===== config.mk =====
export PLATFORM = sky130hd
export DESIGN_NAME = shift_seq
export DESIGN_NICKNAME = d
export VERILOG_FILES = /design/src/rtl/shift_seq_pkg.sv /design/src/rtl/Barrel_shifter.sv /design/src/rtl/shift_seq.sv
export SDC_FILE = /design/constraint.sdc
export NUM_CORES = 1
export LEC_CHECK = 0
export ABC_AREA = 1
export BUFFER_PORTS_ARGS = -buffer_cell sky130_fd_sc_hd__buf_2
export CAP_MARGIN = 20
export CORE_ASPECT_RATIO = 1.25
export CORE_MARGIN = 10
export CORE_UTILIZATION = 30
export DETAILED_ROUTE_END_ITERATION = 7
export GPL_TIMING_DRIVEN = 0
export PLACE_DENSITY = 0.53
export SYNTH_ARGS = -nofsm -noshare
export SYNTH_HDL_FRONTEND = slang
export SYNTH_SLANG_ARGS = --single-unit

===== constraint.sdc =====
create_clock -name clk -period 1.9 [get_ports clk]
set_input_delay 0.38 -clock clk [delete_from_list [all_inputs] [get_ports clk]]
set_output_delay 0.38 -clock clk [all_outputs]
set_load 0.01 [all_outputs]

===== src/rtl/shift_seq_pkg.sv =====
// Shared widths, pass limit and FSM states for the sequential arithmetic right shifter.
package shift_seq_pkg;

    localparam int DATA_W   = 8;
    localparam int AMT_W    = 4;
    localparam int MAX_STEP = 7;

    typedef enum logic [1:0] {
        IDLE  = 2'd0,
        SHIFT = 2'd1,
        DONE  = 2'd2
    } state_t;

endpackage


===== src/rtl/Barrel_shifter.sv =====
// 8-bit arithmetic right shifter, shift amount 0..7, purely combinational.
module Barrel_shifter (
    input  logic [7:0] data_in,
    input  logic [2:0] shamt,
    output logic [7:0] data_out
);

    assign data_out = $signed(data_in) >>> shamt;

endmodule


===== src/rtl/shift_seq.sv =====
// Arithmetic right shift of 0..15 built from passes of at most 7 bits through the barrel shifter.
// Latency 1 + ceil(amt/7) cycles accept-to-valid; result held until out_ready, in_ready follows out_ready in DONE.
module shift_seq
    import shift_seq_pkg::*;
(
    input  logic                clk,
    input  logic                rst_n,
    input  logic                in_valid,
    output logic                in_ready,
    input  logic [DATA_W-1:0]   in_data,
    input  logic [AMT_W-1:0]    in_amt,
    output logic                out_valid,
    input  logic                out_ready,
    output logic [DATA_W-1:0]   out_data,
    output logic                busy
);

    state_t              state_q, state_d;
    logic [DATA_W-1:0]   acc_q, acc_d;
    logic [AMT_W-1:0]    rem_q, rem_d;
    logic [2:0]          step;
    logic [DATA_W-1:0]   shift_out;

    assign step = (rem_q > AMT_W'(MAX_STEP)) ? 3'(MAX_STEP) : rem_q[2:0];

    Barrel_shifter u_barrel_shifter (
        .data_in  (acc_q),
        .shamt    (step),
        .data_out (shift_out)
    );

    always_comb begin
        state_d   = state_q;
        acc_d     = acc_q;
        rem_d     = rem_q;
        in_ready  = 1'b0;
        out_valid = 1'b0;
        case (state_q)
            IDLE: begin
                in_ready = 1'b1;
                if (in_valid) begin
                    acc_d   = in_data;
                    rem_d   = in_amt;
                    state_d = (in_amt == '0) ? DONE : SHIFT;
                end
            end
            SHIFT: begin
                acc_d   = shift_out;
                rem_d   = rem_q - {1'b0, step};
                state_d = (rem_d == '0) ? DONE : SHIFT;
            end
            DONE: begin
                out_valid = 1'b1;
                in_ready  = out_ready;
                if (out_ready) begin
                    // Hand-off and next capture share one edge so streams run without a bubble.
                    if (in_valid) begin
                        acc_d   = in_data;
                        rem_d   = in_amt;
                        state_d = (in_amt == '0) ? DONE : SHIFT;
                    end else begin
                        state_d = IDLE;
                    end
                end
            end
            default: state_d = IDLE;
        endcase
    end

    always_ff @(posedge clk or negedge rst_n) begin
        if (!rst_n) begin
            state_q <= IDLE;
            acc_q   <= '0;
            rem_q   <= '0;
        end else begin
            state_q <= state_d;
            acc_q   <= acc_d;
            rem_q   <= rem_d;
        end
    end

    assign out_data = acc_q;
    assign busy     = (state_q != IDLE);

endmodule

==> impl_results.md, run 1 <==
- Crit share post-route: 0.796
- # diodes: 0
- Hold_buf cts: 0
- Hold Path Class: in2async
- Core area: approximately 0.0035 mm2
- Initial Util: 0.308
- CP max FO: 6
- Cell breakdown of the critical path: inv_2, nor2_1, inv_1, ha_1, inv_1, nor2_1, nand3_1, o21ai_0, inv_1, o21ai_0
- Busiest grt layer: met2
- CTS Buf Count: 3
- # Max-Cap Violations: 0
- GRT Residual Overflow: 0
- Syn_nets: ~190
- Worst EP arrival: approximately 1.7 ns
- Fmax: 661 MHz
- GR Util met1: 0.117
- Largest net degree at the start of global routing: 15
- CTS tree: done
- Combinational group share of total power: 0.634
- Switching share of power: 0.526
- Startpoint Class: flip-flop
- Die area: roughly 0.0063 mm2
- Layout Utilization: 0.371
- Slowest CP cell: dfrtp_1
- Clock sinks: 14
- CP required: between 2 and 2.5 ns
- Initial antenna violation count: 0
- Commonest non-fill, non-tap cell in the layout: nand2_1
- Crit path kind: reg2reg
- Iteration count of the initial detailed-routing pass: 4
- Crit. End Element: flip-flop
- Die H: 86.5 um
- Fin crit period: 1.51 ns
- WP buf/inv: 4
- Layout Nets: ~220
- Rel. slew slack: 0.776
- Dpl hpwl: around 2300 um
- Cell Area, Synth: around 0.0011 mm2
- Root buf cell: clkbuf_8
- Status: complete, no violations
- Setup TNS: 0 ns
- Top FF cell, synth: dfrtp_1
- Ys async rst share: 1.00
- Layout Skew: around 0.00048 ns
- Most frequent cells in the layout: nand2_1 (70), nor2_1 (26), buf_2 (26)
- Synth Instances: 174
- Post-synth cell types: 21
- Flop pwr share: 0.262
- Switching power: roughly 1300 uW
- Routed wire length: about 2900 um
- Met3 Track Usage GR: 0.0275
- Total GRT Usage: 0.0955
- Average cell area after synthesis: between 6 and 7 um2
- Power per standard cell area: about 1900 mW/mm2
- Setup repair bufs after CTS: 0
- Post-route DRC: 0
- Vias in the first global route: 1,098
- Final ANT Viol Nets: 0
- Layout fillers: around 390
- Cell Area, Placed: between 0.001 and 0.0015 mm2
- First-iteration detailed-routing DRC count: 61
- DR vias/cell: about 4.5
- Worst vdd ir: about 0.70 mV
- Final Max Tran Viols: 0
- Register area share after synthesis: 0.330
- Area Growth Syn to Fin: 20.7%
- Worst slew pin tran: 0.336 ns
- Clock Power Share: 0.104
- CP top delay family: flip-flops
- RSZ-0062 raised after global routing: false
- GPL Wtd Cong: between 0.7 and 0.8
- EDFF count, synth: 0
- WHS: 0.0253 ns
- Total power: between 2000 and 2500 uW
- Routed vias: 1,100
- CP most frequent cell: inv_1
- Fin. Hold Viols: 0
- Final setup violating endpoints: 0
- Post-synthesis register bit count: 14
- First-pass GRT wire length: just under 5000 um
- Worst stage delay on the critical path: approximately 0.44 ns
- Worst-case clock buffer depth: 2
- Die Span X: 73.2 um
- IO Pins: 27
- Int Power: about 1100 uW
- CTS H-tree lvls: 1
- Share of layout cells above drive strength 1: 0.207
- Leak Pwr: 0.000706 uW
- GR Util met2: 0.155
- Port bufs: 26
- Clk_lat worst skew: between 0.2 and 0.3 ns
- Synth warn: 0
- Reg clk slew, reported paths: around 0.060 ns
- Row count: 24
- Routed WL per cell: roughly 12 um
- Design area: about 0.0013 mm2
- CTS resizes: 0
-- state kept, by name (all words and copies together), names as in the netlist --
register and flops:
rem_q 4, out_data 8, state_q 2
-- logic make-up after synthesis --
group                    share of synthesized area
flip-flops                                   0.330
buffers and inverters                       0.0919
AND/OR/NAND/NOR                              0.446
adder cells (fa/ha/maj)                     0.0118
AO/OA/AOI/OAI                                0.120
-- per-layer routing --
layer	wire [um]	part of all wire
met5	0	0
met4	31	0.011
met3	165	0.057
met2	1370	0.47
met1	1340	0.46
-- layout make-up --
class | count | area, um2 | area share
plain buffers | 2 | 18.8 | 0.0146
clock buffers | 3 | 41.3 | 0.0322
inverters | 21 | 78.8 | 0.0615
multi-input cells | 137 | 614 | 0.479
flip-flops and latches | 14 | 350 | 0.273
well taps | 39 | 48.8 | 0.0380
repair buffers | 26 | 130 | 0.101
-- cell usage after synthesis, types with 2 or more instances --
master,n,area [um2]
nand4_1,2,12.5
dfrtp_1,14,350
nand2_1,70,263
nand3_1,12,60.1
nor2_2,2,12.5
a21oi_1,4,20.0
o21ai_0,10,50.1
inv_1,16,60.1
nor2_1,26,97.6
inv_2,5,18.8
o211ai_1,3,22.5
-- worst reg2reg max path: stages (launching register included) --
cell and delay (ns):
dfrtp_1 0.44, inv_2 0.14, nor2_1 0.05, inv_1 0.07, ha_1 0.17, inv_1 0.05
nor2_1 0.13, nand3_1 0.08, o21ai_0 0.08, inv_1 0.05, o21ai_0 0.16
-- metrics by stage --
| stage | cells | setup WS (ns) |
|---|---|---|
| after floorplan | 174 | 0.576 |
| after global placement | 239 | 0.379 |
| after detailed placement | 239 | 0.386 |
| after CTS | 242 | 0.370 |
| after global routing | 242 | 0.226 |
| final | 242 | 0.387 |
-- path summary, 6_finish.rpt --
check / startpoint / to / slack [ns] / cells past startpoint
setup / recovery: rem_q[3] / state_q[1] / 0.39 / 10
hold / removal: rst_n / out_data[6] / 0.03 / 1
setup reg to reg: rem_q[3] / state_q[1] / 0.39 / 10
hold reg to reg: out_data[0] / out_data[0] / 0.48 / 2
max in group asynchronous: rst_n / out_data[2] / 1.63 / 1
min in group clk: in_data[7] / out_data[7] / 0.36 / 3
-- power by group through the flow --
stage	logic, uW	clock network, uW	registers, uW
after floorplan	1110	0	644
after detailed placement	1550	0	644
final	1530	251	633
after global routing	1780	265	661
after global placement	1550	0	644
after CTS	1560	260	638
(Power assumes the default switching activity.)
==> inputs of run 2 (changes only) <==
- clock period: 1.9 -> 1.5 ns (I/O delays scaled with it)
==> impl_results.md, run 2 (synthesis gave the netlist of run 1 again) <==
- Initial Util: 0.308 (unchanged)
- Crit. End Element: flip-flop
- Layout Skew: 0.000968 ns (+0.000484 ns)
- Fin. Hold Viols: 0 (unchanged)
- Hold EP: out_data[7]
- CP required: 1.67 ns (-0.39 ns)
- Routed vias: 1,089 (-1.0%)
- Status: complete, no violations
- Worst slew pin tran: 0.342 ns (+0.00623 ns)
- Largest net degree at the start of global routing: 15 (unchanged)
- Routed wire length: 2930 um (+0.93%)
- Storage cell area: 353 um2 (+0.71%)
- CP top delay family: flip-flops
- Cell breakdown of the critical path: nor2_1, inv_1, ha_1, inv_1, nor2_2, nand3_1, o21ai_0, inv_1, o21ai_1
- IO Pins: 27 (unchanged)
- RSZ-0062 raised after global routing: true
- Dpl hpwl: 2330 um (unchanged)
- Vias in the first global route: 1,115 (+1.5%)
- Slowest CP cell: dfrtp_1
- Startpoint Class: flip-flop
- GRT Residual Overflow: 0 (unchanged)
- Fmax: 721 MHz (+9.1%)
- Root buf cell: clkbuf_8
- Layout Utilization: 0.379 (+0.00797)
- Rel. slew slack: 0.772 (-0.00415)
- Total GRT Usage: 0.0966 (+0.00115)
- Die H: 86.5 um (unchanged)
- Layout fillers: 382 (-0.78%)
- R2R depth: 9 (-1)
- Leak Pwr: 0.000714 uW (+1.1%)
- Number of flip-flops in the largest register: 8 (unchanged)
- Row count: 24 (unchanged)
- Final ANT Viol Nets: 0 (unchanged)
- Hold Path Cell Cnt: 3
- CP startpoint: rem_q[0]
- Worst-case clock buffer depth: 2 (unchanged)
- Share of layout cells above drive strength 1: 0.224 (+0.0175)
- Layout Nets: 224 (+0.90%)
- CP most frequent cell: inv_1
- Die Span X: 73.2 um (unchanged)
- # diodes: 0 (unchanged)
- Total power: 3110 uW (+29%)
- R2R Setup Slk: 0.11 ns (-0.27 ns)
- Layout Cells excl Fill: 244 (+0.83%)
- FF-to-FF End: state_q[1]
- Total area of multi-input combinational cells: 622 um2 (+1.2%)
- First-pass GRT wire length: 4990 um (+1.4%)
- Power per standard cell area: 2370 mW/mm2 (+26%)
- Iteration count of the initial detailed-routing pass: 4 (unchanged)
- DR vias/cell: 4.46 (-1.8%)
- CTS Buf Count: 3 (unchanged)
- Crit share post-route: 0.924 (+0.128)
- First-iteration detailed-routing DRC count: 72 (+18%)
- Reg clk slew, reported paths: 0.06 ns (about the same)
- Fin crit period: 1.39 ns (-0.126 ns)
- Port bufs: 26 (unchanged)
- Dpl cells: 239 (unchanged)
- Most frequent cells in the layout: nand2_1 (70), buf_2 (26), nor2_1 (25)
- Hold path start: in_data[7]
- WP buf/inv: 3 (-1)
- Initial antenna violation count: 0 (unchanged)
- Commonest non-fill, non-tap cell in the layout: nand2_1
- Area Growth Syn to Fin: 23.3%
- Clk_lat worst skew: 0.25 ns (about the same)
- CTS tree: done
- Routed WL per cell: 12.0 um (+0.10%)
- RR Startpoint: rem_q[0]
- # Max-Cap Violations: 0 (unchanged)
- CTS H-tree lvls: 1 (unchanged)
- Worst stage delay on the critical path: 0.48 ns (+0.04 ns)
- Clock sinks: 14 (unchanged)
- Final Max Tran Viols: 0 (unchanged)
- Worst vdd ir: 0.886 mV (+27%)
- Crit path kind: reg2reg
- Worst EP arrival: 1.56 ns (-0.12 ns)
- Final setup violating endpoints: 0 (unchanged)
- GPL Wtd Cong: 0.771 (unchanged)
- Post-route DRC: 0 (unchanged)
- Die area: 0.00634 mm2 (unchanged)
- Core area: 0.00345 mm2 (unchanged)
- CP max FO: 6 (unchanged)
- Hold Path Class: in2reg
-- run 2: worst min-delay path, cell delays in order --
cell and delay [ns]:
buf_2 0.08, nand3_1 0.06, nand2_1 0.06
-- run 2: power by group --
part / total (uW) / switching [uW] / internal, uW / leakage, uW
logic: 1980 / 1250 / 725 / 0.000525
clock network: 316 / 138 / 178 / 0.0000216
registers: 817 / 237 / 581 / 0.000167
-- run 2: cell type report --
cell class                      count  area share
Inverter                           21      0.0602
Tap cell                           39      0.0372
Sequential cell                    14       0.269
Buffer                              2      0.0143
Clock buffer                        3      0.0315
Timing Repair Buffer               28       0.113
Multi-Input combinational cell    137       0.475
-- run 2: how the worst max path moves through the flow --
stage               depth (start not counted)    endpoint  slack (ns)
floorplan                                  10  state_q[1]        0.18
global placement                           10  state_q[1]       -0.02
detailed placement                         10  state_q[1]       -0.01
CTS                                        10  state_q[1]        0.05
global route                                9  state_q[1]       -0.03
finish                                      9  state_q[1]        0.11
-- run 2: through the flow --
step	instance area, um2	TNS, ns	hold WS (ns)	setup slack, ns
2_1_floorplan	1060	0	0.00441	0.176
3_3_place_gp	1240	-0.0206	0.229	-0.0206
3_5_place_dp	1240	-0.0140	0.228	-0.0140
4_1_cts	1300	0	0.277	0.0511
5_1_grt	1310	-0.0267	0.307	-0.0267
6_report	1310	0	0.284	0.113
-- run 2: metal layers --
| metal | track usage | wire, um | up-vias |
|---|---|---|---|
| li1 | - | - | 608 |
| met1 | 0.119 | 1360 | 458 |
| met2 | 0.157 | 1390 | 19 |
| met3 | 0.0275 | 162 | 4 |
| met4 | 0.0311 | 27 | 0 |
| met5 | 0 | 0 | - |
-- run 2: what timing repair did --
| action | 4_1_cts | 5_1_grt |
|---|---|---|
| hold endpoints to repair | 14 | 0 |
| setup endpoints to repair | 1 | 5 |
| cloned | 0 | 0 |
| resized for setup | 1 | 4 |
| setup buffers | 1 | 0 |
| hold buffers | 1 | 0 |
